--- config.mk ---
export PLATFORM = sky130hd
export DESIGN_NAME = toy_bus_arb_node_req_rr2
export DESIGN_NICKNAME = d
export VERILOG_FILES = /design/src/rtl/toy_bus_pkg.sv /design/src/rtl/toy_bus_rr_arb2.sv /design/src/rtl/toy_bus_arb_node_req_rr2.sv
export SDC_FILE = /design/constraint.sdc
export NUM_CORES = 1
export LEC_CHECK = 0
export ABC_AREA = 1
export BUFFER_PORTS_ARGS = -buffer_cell sky130_fd_sc_hd__buf_2
export CAP_MARGIN = 20
export CORE_AREA = 2 2 93 95
export DETAILED_ROUTE_END_ITERATION = 12
export DIE_AREA = 0 0 95 97
export PLACE_DENSITY_LB_ADDON = 0.15
export SLEW_MARGIN = 0
export SYNTH_ARGS = -nofsm -noshare
export SYNTH_HDL_FRONTEND = slang
export SYNTH_SLANG_ARGS = --single-unit
--- constraint.sdc ---
create_clock -name clk -period 2.2 [get_ports clk]
set_input_delay 0.33 -clock clk [delete_from_list [all_inputs] [get_ports clk]]
set_output_delay 0.33 -clock clk [all_outputs]
set_load 0.1 [all_outputs]
--- src/rtl/toy_bus_pkg.sv ---
// ToyBusReq shared definitions.
// Holds the request field widths, opcode encodings and the node/target ids
// used where request channels fan in. Every other file of this block imports it.
package toy_bus_pkg;

  // ToyBusReq field widths
  localparam int REQ_ADDR_W = 32;
  localparam int REQ_DATA_W = 32;
  localparam int REQ_STRB_W = REQ_DATA_W / 8;
  localparam int REQ_ID_W   = 4;

  // Opcode encodings
  localparam logic OPC_RD = 1'b0;
  localparam logic OPC_WR = 1'b1;

  // Node / target ids
  localparam logic [REQ_ID_W-1:0] SRC_FETCH = 4'd1;
  localparam logic [REQ_ID_W-1:0] SRC_LSU   = 4'd2;
  localparam logic [REQ_ID_W-1:0] TGT_MEM   = 4'd0;

  // Input port index used by the two-way arbiter
  typedef enum logic {
    PORT_IN0 = 1'b0,
    PORT_IN1 = 1'b1
  } arb_port_e;

  // Winner on a tie is the favoured port; otherwise the single valid one.
  function automatic logic rr_pick(input logic [1:0] vld, input logic ptr);
    return (&vld) ? ptr : vld[1];
  endfunction

endpackage

--- src/rtl/toy_bus_rr_arb2.sv ---
// Two-input round-robin arbiter with grant lock.
// Ports:
//   clk, rst_n  clock, asynchronous active-low reset
//   vld_i[1:0]  request valids of in0/in1
//   adv_i       the granted beat is taken this cycle (moves the pointer, drops the lock)
//   hold_i      the granted beat is stalled this cycle (locks the grant)
//   grant_o     one-hot grant, zero when nothing is requested
//   winner_o    index of the granted (or would-be granted) input, drives the payload mux
//   req_o       a granted request is present
module toy_bus_rr_arb2
  import toy_bus_pkg::*;
(
  input  logic       clk,
  input  logic       rst_n,
  input  logic [1:0] vld_i,
  input  logic       adv_i,
  input  logic       hold_i,
  output logic [1:0] grant_o,
  output logic       winner_o,
  output logic       req_o
);

  logic rr_ptr_q, rr_ptr_d;
  logic lock_vld_q, lock_vld_d;
  logic lock_id_q, lock_id_d;

  always_comb begin
    winner_o = lock_vld_q ? lock_id_q : rr_pick(vld_i, rr_ptr_q);
    // While locked only the locked input can present the beat, so a new
    // valid on the other input never preempts it.
    req_o    = lock_vld_q ? vld_i[lock_id_q] : (|vld_i);
    grant_o  = 2'b00;
    if (req_o) grant_o[winner_o] = 1'b1;
  end

  always_comb begin
    rr_ptr_d   = rr_ptr_q;
    lock_vld_d = lock_vld_q;
    lock_id_d  = lock_id_q;
    if (adv_i) begin
      rr_ptr_d   = ~winner_o;
      lock_vld_d = 1'b0;
    end else if (hold_i) begin
      lock_vld_d = 1'b1;
      lock_id_d  = winner_o;
    end
  end

  always_ff @(posedge clk or negedge rst_n) begin
    if (!rst_n) begin
      rr_ptr_q   <= PORT_IN0;
      lock_vld_q <= 1'b0;
      lock_id_q  <= PORT_IN0;
    end else begin
      rr_ptr_q   <= rr_ptr_d;
      lock_vld_q <= lock_vld_d;
      lock_id_q  <= lock_id_d;
    end
  end

endmodule

--- src/rtl/toy_bus_arb_node_req_rr2.sv ---
// Two-to-one round-robin merge node for ToyBusReq traffic.
// Grants one beat per handshake from in0/in1 onto the single out channel;
// the payload (addr, strb, data, opcode, src_id, tgt_id) passes unmodified.
// Ports:
//   clk, rst_n                    clock, asynchronous active-low reset
//   inK_vld / inK_rdy             K=0,1 upstream handshake
//   inK_{addr,strb,data,opcode,src_id,tgt_id}  K=0,1 upstream payload
//   out_vld / out_rdy             downstream handshake
//   out_{addr,strb,data,opcode,src_id,tgt_id}  payload of the granted beat
// Build option TOY_BUS_ARB_OUT_REG_EN: when defined the output is a
// full-throughput register slice (1-cycle latency); otherwise the path is
// combinational with the grant locked while the output is stalled.
module toy_bus_arb_node_req_rr2
  import toy_bus_pkg::*;
#(
  parameter int ADDR_W = REQ_ADDR_W,
  parameter int DATA_W = REQ_DATA_W,
  parameter int STRB_W = DATA_W / 8,
  parameter int ID_W   = REQ_ID_W
) (
  input  logic              clk,
  input  logic              rst_n,
  input  logic              in0_vld,
  output logic              in0_rdy,
  input  logic [ADDR_W-1:0] in0_addr,
  input  logic [STRB_W-1:0] in0_strb,
  input  logic [DATA_W-1:0] in0_data,
  input  logic              in0_opcode,
  input  logic [ID_W-1:0]   in0_src_id,
  input  logic [ID_W-1:0]   in0_tgt_id,
  input  logic              in1_vld,
  output logic              in1_rdy,
  input  logic [ADDR_W-1:0] in1_addr,
  input  logic [STRB_W-1:0] in1_strb,
  input  logic [DATA_W-1:0] in1_data,
  input  logic              in1_opcode,
  input  logic [ID_W-1:0]   in1_src_id,
  input  logic [ID_W-1:0]   in1_tgt_id,
  output logic              out_vld,
  input  logic              out_rdy,
  output logic [ADDR_W-1:0] out_addr,
  output logic [STRB_W-1:0] out_strb,
  output logic [DATA_W-1:0] out_data,
  output logic              out_opcode,
  output logic [ID_W-1:0]   out_src_id,
  output logic [ID_W-1:0]   out_tgt_id
);

  localparam int PAY_W = ADDR_W + STRB_W + DATA_W + 1 + 2 * ID_W;

  logic [PAY_W-1:0] pay0, pay1, pay_mux;
  logic [1:0]       grant;
  logic             winner, req, arb_adv, arb_hold;
  logic             run_q;

  assign pay0    = {in0_addr, in0_strb, in0_data, in0_opcode, in0_src_id, in0_tgt_id};
  assign pay1    = {in1_addr, in1_strb, in1_data, in1_opcode, in1_src_id, in1_tgt_id};
  assign pay_mux = winner ? pay1 : pay0;

  // Cleared asynchronously by reset, set on the first edge after release:
  // keeps out_vld and both rdy low for the whole reset period, including a
  // reset that lands in the middle of a stall.
  always_ff @(posedge clk or negedge rst_n) begin
    if (!rst_n) run_q <= 1'b0;
    else        run_q <= 1'b1;
  end

  toy_bus_rr_arb2 u_arb (
    .clk     (clk),
    .rst_n   (rst_n),
    .vld_i   ({in1_vld, in0_vld}),
    .adv_i   (arb_adv),
    .hold_i  (arb_hold),
    .grant_o (grant),
    .winner_o(winner),
    .req_o   (req)
  );

`ifdef TOY_BUS_ARB_OUT_REG_EN
  logic             acc;
  logic             out_vld_q, out_vld_d;
  logic [PAY_W-1:0] pay_q, pay_d;

  // The slice accepts whenever it is empty or draining this cycle.
  assign acc      = run_q && req && (!out_vld_q || out_rdy);
  assign arb_adv  = acc;
  assign arb_hold = 1'b0;
  assign in0_rdy  = grant[0] && acc;
  assign in1_rdy  = grant[1] && acc;

  always_comb begin
    out_vld_d = out_vld_q;
    pay_d     = pay_q;
    if (out_vld_q && out_rdy) out_vld_d = 1'b0;
    if (acc) begin
      out_vld_d = 1'b1;
      pay_d     = pay_mux;
    end
  end

  always_ff @(posedge clk or negedge rst_n) begin
    if (!rst_n) begin
      out_vld_q <= 1'b0;
      pay_q     <= '0;
    end else begin
      out_vld_q <= out_vld_d;
      pay_q     <= pay_d;
    end
  end

  assign out_vld = out_vld_q;
  assign {out_addr, out_strb, out_data, out_opcode, out_src_id, out_tgt_id} = pay_q;
`else
  assign arb_adv  = run_q && req && out_rdy;
  assign arb_hold = run_q && req && !out_rdy;
  assign out_vld  = run_q && req;
  assign in0_rdy  = grant[0] && arb_adv;
  assign in1_rdy  = grant[1] && arb_adv;
  assign {out_addr, out_strb, out_data, out_opcode, out_src_id, out_tgt_id} = pay_mux;
`endif

endmodule

==> results of run 1 <==
logic make-up after synthesis:
group,after synthesis
AND/OR/NAND/NOR,249
other,1
buffers and inverters,24
flip-flops,4
AO/OA/AOI/OAI,2
cell type report:
class,count,area [um^2]
fill,830,4400
timing repair buffer,243,2450
multi-input combinational,252,970
tap,105,131
sequential,4,100
clock buffer,3,41.3
inverter,8,30.0
antenna,1,2.50
state kept, by name, indices dropped and copies added, names as in the netlist:
| register | flops |
|---|---|
| run_q | 1 |
| u_arb.lock_id_q | 1 |
| u_arb.lock_vld_q | 1 |
| u_arb.rr_ptr_q | 1 |
power by group through the flow:
stage	registers, mW	logic [mW]	clock network (mW)
after detailed placement	0.106	5.30	0
after global placement	0.106	5.27	0
after CTS	0.105	5.31	0.156
after floorplan	0.102	3.32	0
final	0.106	5.27	0.154
after global routing	0.109	5.44	0.166
cell usage in the layout, fill, tap and decap left out, types with 3 or more instances in the layout:
cell and instances:
nand2_1 242, buf_2 159, buf_12 82, inv_1 7, nand3_1 4, dfrtp_1 4
clkbuf_8 3
per-stage QoR:
| step | utilization | worst slack (ns) | cell area, um^2 | cells |
|---|---|---|---|---|
| floorplan | - | -0.133 | 1200 | 280 |
| global placement | 0.452 | 0.434 | 3680 | 611 |
| detailed placement | 0.452 | 0.439 | 3680 | 611 |
| CTS | 0.458 | 0.244 | 3730 | 615 |
| global route | 0.458 | 0.102 | 3730 | 615 |
| finish | 0.459 | 0.258 | 3730 | 616 |
routing by layer:
layer  routed length (um)  vias to the layer above  part of all wire
met5                   13                        -            0.0017
met4                  112                        2             0.014
met3                  884                       14              0.11
met2                 4150                      111              0.54
met1                 2580                     1044              0.33
li1                     -                     1284                 -
critical path, cell delays in order (launching register included):
cell and delay [ns]:
dfrtp_1 0.40, nor2_1 0.12, nand2_1 0.07, nand2_2 0.10, buf_12 0.24, nand2_1 0.12
nand2_1 0.14, buf_12 0.18
worst min path at each step:
stage	endpoint	cells past startpoint	startpoint
after floorplan	run_q	0	rst_n
after global placement	u_arb.rr_ptr_q	1	rst_n
after detailed placement	run_q	1	rst_n
after CTS	u_arb.rr_ptr_q	3	out_rdy
after global routing	u_arb.rr_ptr_q	3	out_rdy
final	u_arb.rr_ptr_q	3	out_rdy
==> results.py, run 1 <==
metrics = {
    "power": {
        "power_switching_mw": 3.63,
        "power-per-cell-area_nw_per_um2": 1480,
        "p_clk_frac": 0.028,
        "ir_drop_mv": 0.678,
        "power_mw": 5.53,
        "comb_power_share": 0.953,
        "swShare": 0.657,
        "p_leak_nw": 2.23,
        "p_int_mw": 1.90,
        "power_frac_seq": 0.019,
    },
    "synth": {
        "syn_inst": 280,
        "synth_compound_area_frac": 0.00844,
        "synth_adder_area_share": 0,
        "synth.most_common_cell": "nand2_1",
        "yosys-top-cells-count": "nand2_1 (242), buf_2 (11), inv_1 (7), dfrtp_1 (4), nand3_1 (4)",
        "ys_seq_area_frac": 0.0844,
        "ys.flop_type": "dfrtp_1",
        "synth_top_family_by_area": "simple AND/OR/NAND/NOR gates",
        "yosysTopAreaCell": "nand2_1",
        "synth.ff_latch_count": 4,
        "synth_xor_area_frac": 0,
        "synthArstFlopShare": 1.00,
        "synth_area_leaders": "nand2_1 (77%), dfrtp_1 (8.4%), buf_2 (4.6%)",
        "synth_top_area_share": 0.766,
        "synth_nets": 439,
        "yosysUniqueCellTypes": 13,
        "yosysWarnings": 0,
        "synthMuxAreaShare": 0,
        "avgSynthCellArea_um2": 4.24,
        "yosys.area_share.simple": 0.794,
        "synth_edf_count": 0,
        "syn-cell-area_um2": 1190,
    },
    "timing": {
        "finalSetupViolCount": 0,
        "slew_violations": 0,
        "hold_violations": 0,
        "clock-skew-final_ns": 0.00102,
        "rsz0062_at_grt": "false",
        "whs_ns": 0.399,
        "max_freq_mhz": 515,
        "min_period_over_period": 0.883,
        "tns_ns": 0,
        "min_period_ns": 1.94,
    },
    "setup_path": {
        "critPathKind": "reg2out",
        "regToRegSetupSlack_ns": 0.99,
        "start_kind": "flop",
        "crit_path_end_kind": "output port",
        "crit_path_end": "out_data[29]",
        "r2r_start": "u_arb.lock_vld_q",
        "reg2reg_depth": 7,
        "crit_arrival_ns": 1.61,
        "worstReg2RegEnd": "u_arb.rr_ptr_q",
        "setup.worst_path.start": "u_arb.lock_vld_q",
        "required_ns": 1.87,
        "worstPathMaxFanout": 54,
    },
    "placement": {
        "gp_congestion": 0.824,
        "io_buffers": 238,
        "dp_hpwl_mm": 6.48,
    },
    "flow_run": {
        "cap_violations": 0,
    },
    "clocking": {
        "cts_sinks": 4,
        "holdBufCountCts": 1,
        "post_cts_resized": 0,
        "clkLatencyLatePin_ns": 0.22,
        "cts-buffers-inserted": 3,
        "cts_tree": "built",
        "clockRootBuffer": "clkbuf_8",
        "path_clk_slew_ns": 0.03,
        "htree_levels": 1,
        "post-cts-setup-buffers": 0,
        "ctsLongestPathBuffers": 2,
    },
    "routing": {
        "wl_per_cell_um": 12.6,
        "vias_per_cell": 3.99,
        "drt-initial-drc-count": 70,
        "routed_wl_mm": 7.74,
        "dr_total_vias": 2455,
        "ant_nets": 0,
        "drt_pass1_iterations": 4,
        "drc": 0,
    },
    "grt": {
        "busiest_layer": "met2",
        "track_usage": 0.157,
        "grt_antenna_before_repair": 2,
        "grt_pass1_vias": 2331,
        "overflow": 0,
        "grt_max_degree": 55,
        "grt_util_met2": 0.304,
        "grt_pass1_wl_mm": 11.6,
        "grtUsageMet1": 0.158,
        "globalRouteMet3Util": 0.0537,
    },
    "floorplan": {
        "fp.coreArea_um2": 8130,
        "start_util": 0.146,
        "io_pins": 239,
        "dieWidth_um": 95,
        "fp.dieH_um": 97,
        "row_count": 33,
        "die_area_um2": 9220,
    },
    "run_status": {
        "status": "finished clean",
    },
    "finish": {
        "area_growth_syn_to_layout_pct": 214,
        "drive_above_1_share": 0.488,
        "final_nets": 671,
    },
    "hold_path": {
        "min_path_type": "in2reg",
    },
}
Note: power is estimated with default switching activity, not from simulation.
==> inputs of run 2 (changes only) <==
--- a/config.mk
+++ b/config.mk
@@ -8,9 +8,10 @@
 export ABC_AREA = 1
 export BUFFER_PORTS_ARGS = -buffer_cell sky130_fd_sc_hd__buf_2
 export CAP_MARGIN = 20
-export CORE_AREA = 2 2 93 95
+export CORE_AREA = 2 2 94 96
+export CTS_BUF_LIST = sky130_fd_sc_hd__clkbuf_4 sky130_fd_sc_hd__clkbuf_8
 export DETAILED_ROUTE_END_ITERATION = 12
-export DIE_AREA = 0 0 95 97
+export DIE_AREA = 0 0 96 98
 export PLACE_DENSITY_LB_ADDON = 0.15
 export SLEW_MARGIN = 0
 export SYNTH_ARGS = -nofsm -noshare
==> results.py, run 2 (synthesis gave the netlist of run 1 again) <==
metrics = {
    "grt": {
        "grt_pass1_vias": 2279,
        "grt_max_degree": 42,
        "overflow": 0,
        "grt_antenna_before_repair": 0,
        "track_usage": 0.130,
        "grt_pass1_wl_mm": 10.1,
    },
    "finish": {
        "final_common_cell": "nand2_1",
        "diodes": 0,
        "final_cell_mix": "nand2_1 (242), buf_2 (159), buf_12 (82)",
        "final_nets": 671,
        "final_cell_area_um2": 3730,
        "finalCoreUtilization": 0.441,
        "drive_above_1_share": 0.488,
        "area_growth_syn_to_layout_pct": 215,
    },
    "clocking": {
        "path_clk_slew_ns": 0.03,
        "cts-buffers-inserted": 3,
        "cts_tree": "built",
        "ctsLongestPathBuffers": 2,
        "htree_levels": 1,
        "clockRootBuffer": "clkbuf_8",
        "post-cts-setup-buffers": 0,
        "clkLatencyLatePin_ns": 0.21,
        "cts_sinks": 4,
    },
    "hold_path": {
        "worstHoldEndpoint": "u_arb.rr_ptr_q",
        "min_path_type": "in2reg",
        "min_delay_path_depth": 3,
        "hp-start": "out_rdy",
    },
    "floorplan": {
        "dieWidth_um": 96,
        "io_pins": 239,
        "die_area_um2": 9410,
        "fp.dieH_um": 98,
        "start_util": 0.140,
        "row_count": 34,
        "fp.coreArea_um2": 8470,
    },
    "routing": {
        "dr_total_vias": 2429,
        "drt_pass1_iterations": 4,
        "routed_wl_mm": 6.62,
        "ant_nets": 0,
        "wl_per_cell_um": 10.7,
        "drc": 0,
        "vias_per_cell": 3.93,
        "drt-initial-drc-count": 41,
    },
    "setup_path": {
        "slowest_delay_ns": 0.39,
        "slowest_stage": "dfrtp_1",
        "critPathTopFamily": "buffers and inverters",
        "cpMostUsedCell": "nand2_1",
        "start_kind": "flop",
        "crit_arrival_ns": 1.71,
        "worstPathMaxFanout": 39,
        "critPathBufInv": 2,
        "worstPathCellList": "nor2_1, nand2_1, nand2_2, buf_4, nand2_1, nand2_1, buf_12",
        "regToRegSetupSlack_ns": 0.89,
        "crit_path_end_kind": "output port",
        "r2r_start": "u_arb.lock_vld_q",
        "worstReg2RegEnd": "u_arb.lock_id_q",
        "critPathKind": "reg2out",
        "reg2reg_depth": 6,
        "required_ns": 1.87,
    },
    "flow_run": {
        "cap_violations": 0,
    },
    "power": {
        "p_leak_nw": 2.23,
        "power-per-cell-area_nw_per_um2": 1480,
        "ir_drop_mv": 0.577,
    },
    "placement": {
        "placed_area_um2": 3680,
        "io_buffers": 238,
        "dp_hpwl_mm": 5.60,
        "place_ws_ns": 0.331,
        "gp_congestion": 0.814,
    },
    "timing": {
        "finalSetupViolCount": 0,
        "clock-skew-final_ns": 0.00281,
        "hold_violations": 0,
        "min_period_ns": 2.04,
        "slew_violations": 0,
        "tns_ns": 0,
        "rsz0062_at_grt": "false",
        "min_period_over_period": 0.927,
        "max_freq_mhz": 490,
        "setup_ws_ns": 0.160,
    },
    "run_status": {
        "status": "finished clean",
    },
}
[run 2: cell types whose count changed in the layout (fill, tap and decap cells not counted)]
cell	delta
diode_2	-1
[run 2: stage by stage]
step | hold slack [ns] | power [mW] | std cells
6_report | 0.416 | 5.51 | 618
2_1_floorplan | 0.0344 | 3.42 | 280
5_1_grt | 0.460 | 5.72 | 618
4_1_cts | 0.414 | 5.56 | 618
3_3_place_gp | 0.137 | 5.37 | 614
3_5_place_dp | 0.141 | 5.40 | 614
[run 2: tightest hold or removal path, cell delays in order]
cell	delay, ns
buf_2	0.10
nand3_1	0.09
nand2_1	0.07
[run 2: what timing repair did]
item	CTS	global route
endpoints found under the hold margin	4	0
hold buffers	1	0
gates resized for setup	0	0
[run 2: power breakdown]
part / switching, mW / leakage [nW] / internal, mW / total, mW
combinational: 3.56 / 2.16 / 1.69 / 5.25
clock: 0.0333 / 0.0216 / 0.116 / 0.149
sequential: 0.0133 / 0.0489 / 0.0919 / 0.105
[run 2: area by class of cell]
class	count	area [um^2]
sequential	4	100
tap	108	135
clock buffer	3	41.3
multi-input combinational	252	970
inverter	8	30.0
fill	876	4730
timing repair buffer	243	2450
[run 2: worst max-delay path by stage]
stage                startpoint           end  slack, ns  depth (start not counted)
2_1_floorplan  u_arb.lock_vld_q       in0_rdy      -0.13                          5
3_3_place_gp            in1_vld  out_data[29]       0.34                          9
3_5_place_dp            in1_vld  out_data[29]       0.33                          9
4_1_cts        u_arb.lock_vld_q  out_data[29]       0.14                          7
5_1_grt        u_arb.lock_vld_q   out_addr[0]       0.02                          7
6_report       u_arb.lock_vld_q  out_data[29]       0.16                          7
[run 2: per-layer routing]
metal / track usage / wire (um) / vias to the layer above
met5: 0 / 0 / -
met4: 0.0286 / 94 / 0
met3: 0.0316 / 602 / 8
met2: 0.253 / 3580 / 116
met1: 0.135 / 2340 / 1024
li1: - / - / 1281
==> inputs of run 3 (changes only) <==
--- a/config.mk
+++ b/config.mk
@@ -13,6 +13,7 @@
 export DETAILED_ROUTE_END_ITERATION = 12
 export DIE_AREA = 0 0 96 98
 export PLACE_DENSITY_LB_ADDON = 0.15
+export REMOVE_ABC_BUFFERS = 1
 export SLEW_MARGIN = 0
 export SYNTH_ARGS = -nofsm -noshare
 export SYNTH_HDL_FRONTEND = slang
==> results.py, run 3 (synthesis gave the netlist of run 1 again) <==
metrics = {
    "routing": {
        "routed_wl_mm": 7.00,
        "vias_per_cell": 3.95,
        "drc": 0,
        "ant_nets": 0,
        "dr_total_vias": 2445,
        "wl_per_cell_um": 11.3,
        "drt_pass1_iterations": 4,
        "drt-initial-drc-count": 41,
    },
    "clocking": {
        "ctsLongestPathBuffers": 2,
        "cts_sinks": 4,
        "post-cts-setup-buffers": 0,
        "clkLatencyLatePin_ns": 0.21,
        "htree_levels": 1,
        "cts_tree": "built",
        "clockRootBuffer": "clkbuf_8",
        "path_clk_slew_ns": 0.03,
        "cts-buffers-inserted": 3,
        "post_cts_resized": 0,
    },
    "placement": {
        "gp_congestion": 0.778,
        "dp.cells": 615,
        "place_ws_ns": 0.389,
        "dp_hpwl_mm": 6.20,
        "io_buffers": 238,
    },
    "run_status": {
        "status": "finished clean",
    },
    "floorplan": {
        "die_area_um2": 9410,
        "dieWidth_um": 96,
        "fp.coreArea_um2": 8470,
        "row_count": 34,
        "io_pins": 239,
        "start_util": 0.140,
        "fp.dieH_um": 98,
    },
    "setup_path": {
        "critPathKind": "reg2out",
        "critPathBufInv": 2,
        "crit_arrival_ns": 1.64,
        "required_ns": 1.87,
        "slowest_delay_ns": 0.40,
        "crit_path_end_kind": "output port",
        "critPathTopFamily": "simple AND/OR/NAND/NOR gates",
        "worstPathCellList": "nor2_1, nand2_1, nand2_2, buf_4, nand2_1, nand2_1, buf_12",
        "cpMostUsedCell": "nand2_1",
        "slowest_stage": "dfrtp_1",
        "start_kind": "flop",
        "worstPathMaxFanout": 31,
    },
    "finish": {
        "final_common_cell": "nand2_1",
        "final_cell_mix": "nand2_1 (242), buf_2 (159), buf_12 (80)",
        "final_nets": 672,
        "diodes": 0,
        "layout.cells.non_filler": 619,
        "area_growth_syn_to_layout_pct": 212,
        "nFillCells": 872,
        "drive_above_1_share": 0.485,
    },
    "power": {
        "p_leak_nw": 2.22,
        "power-per-cell-area_nw_per_um2": 1480,
        "ir_drop_mv": 0.573,
    },
    "grt": {
        "grt_max_degree": 51,
        "grt_pass1_wl_mm": 10.5,
        "grt_pass1_vias": 2350,
        "track_usage": 0.137,
        "overflow": 0,
        "grt_antenna_before_repair": 0,
    },
    "hold_path": {
        "min_path_type": "in2reg",
    },
    "timing": {
        "clock-skew-final_ns": 0.00157,
        "whs_ns": 0.402,
        "min_period_ns": 1.97,
        "finalSetupViolCount": 0,
        "setup_ws_ns": 0.229,
        "min_period_over_period": 0.896,
        "max_freq_mhz": 507,
        "rsz0062_at_grt": "false",
        "hold_violations": 0,
        "slew_violations": 0,
    },
    "flow_run": {
        "cap_violations": 0,
    },
}
==> run 3: cell count changes in the layout (fill, tap and decap cells not counted) <==
cell | before | now
buf_12 | 82 | 80
nor2_1 | 1 | 2
nor2_2 | 1 | 0
a21oi_4 | 1 | 0
a21oi_1 | 0 | 1
buf_4 | 1 | 4
==> run 3: report_power, final <==
part	leakage, nW	internal (mW)	switching, mW
Combinational	2.15	1.67	3.57
Sequential	0.0489	0.0918	0.0122
Clock	0.0216	0.116	0.0339
==> run 3: timing repair <==
| action | in CTS | in global routing |
|---|---|---|
| setup endpoints to repair | 0 | 0 |
| hold buffers | 1 | 0 |
| hold endpoints to repair | 4 | 0 |
==> run 3: worst paths after layout <==
| kind | startpoint | endpoint | slack, ns | cells after the start |
|---|---|---|---|---|
| max in group asynchronous | rst_n | run_q | 1.62 | 2 |
| worst max register to register | u_arb.rr_ptr_q | u_arb.rr_ptr_q | 0.95 | 8 |
| worst min-delay path | out_rdy | u_arb.rr_ptr_q | 0.40 | 3 |
| worst min register to register | u_arb.rr_ptr_q | u_arb.rr_ptr_q | 0.47 | 2 |
| worst max-delay path | u_arb.lock_vld_q | out_src_id[0] | 0.23 | 7 |
| min in group asynchronous | rst_n | u_arb.rr_ptr_q | 0.46 | 2 |
==> run 3: area by class of cell <==
type	count	area [um^2]	area share
Timing Repair Buffer	244	2440	0.659
Multi-Input combinational cell	252	956	0.258
Tap cell	108	135	0.0365
Sequential cell	4	100	0.0271
Clock buffer	3	41.3	0.0112
Inverter	8	30.0	0.00812
==> run 3: stage by stage <==
step	utilization	instance area, um^2	power [mW]	TNS, ns
after floorplan	-	1090	3.34	-68.60
final	0.437	3700	5.49	0
after CTS	0.437	3700	5.54	0
after detailed placement	0.431	3650	5.37	0
after global routing	0.437	3700	5.70	0
after global placement	0.431	3650	5.36	0
==> run 3: per-layer routing <==
layer  routed length (um)  up-vias  GRT usage  part of all wire
li1                     -     1284          -                 -
met1                 2410     1006      0.138              0.34
met2                 3700      147      0.275              0.53
met3                  803        8     0.0293              0.11
met4                   99        0     0.0297             0.014
met5                    0        -          0                 0
==> run 3: tightest hold or removal path: stages <==
cell and delay (ns):
buf_2 0.10, nand3_1 0.09, nand2_1 0.06
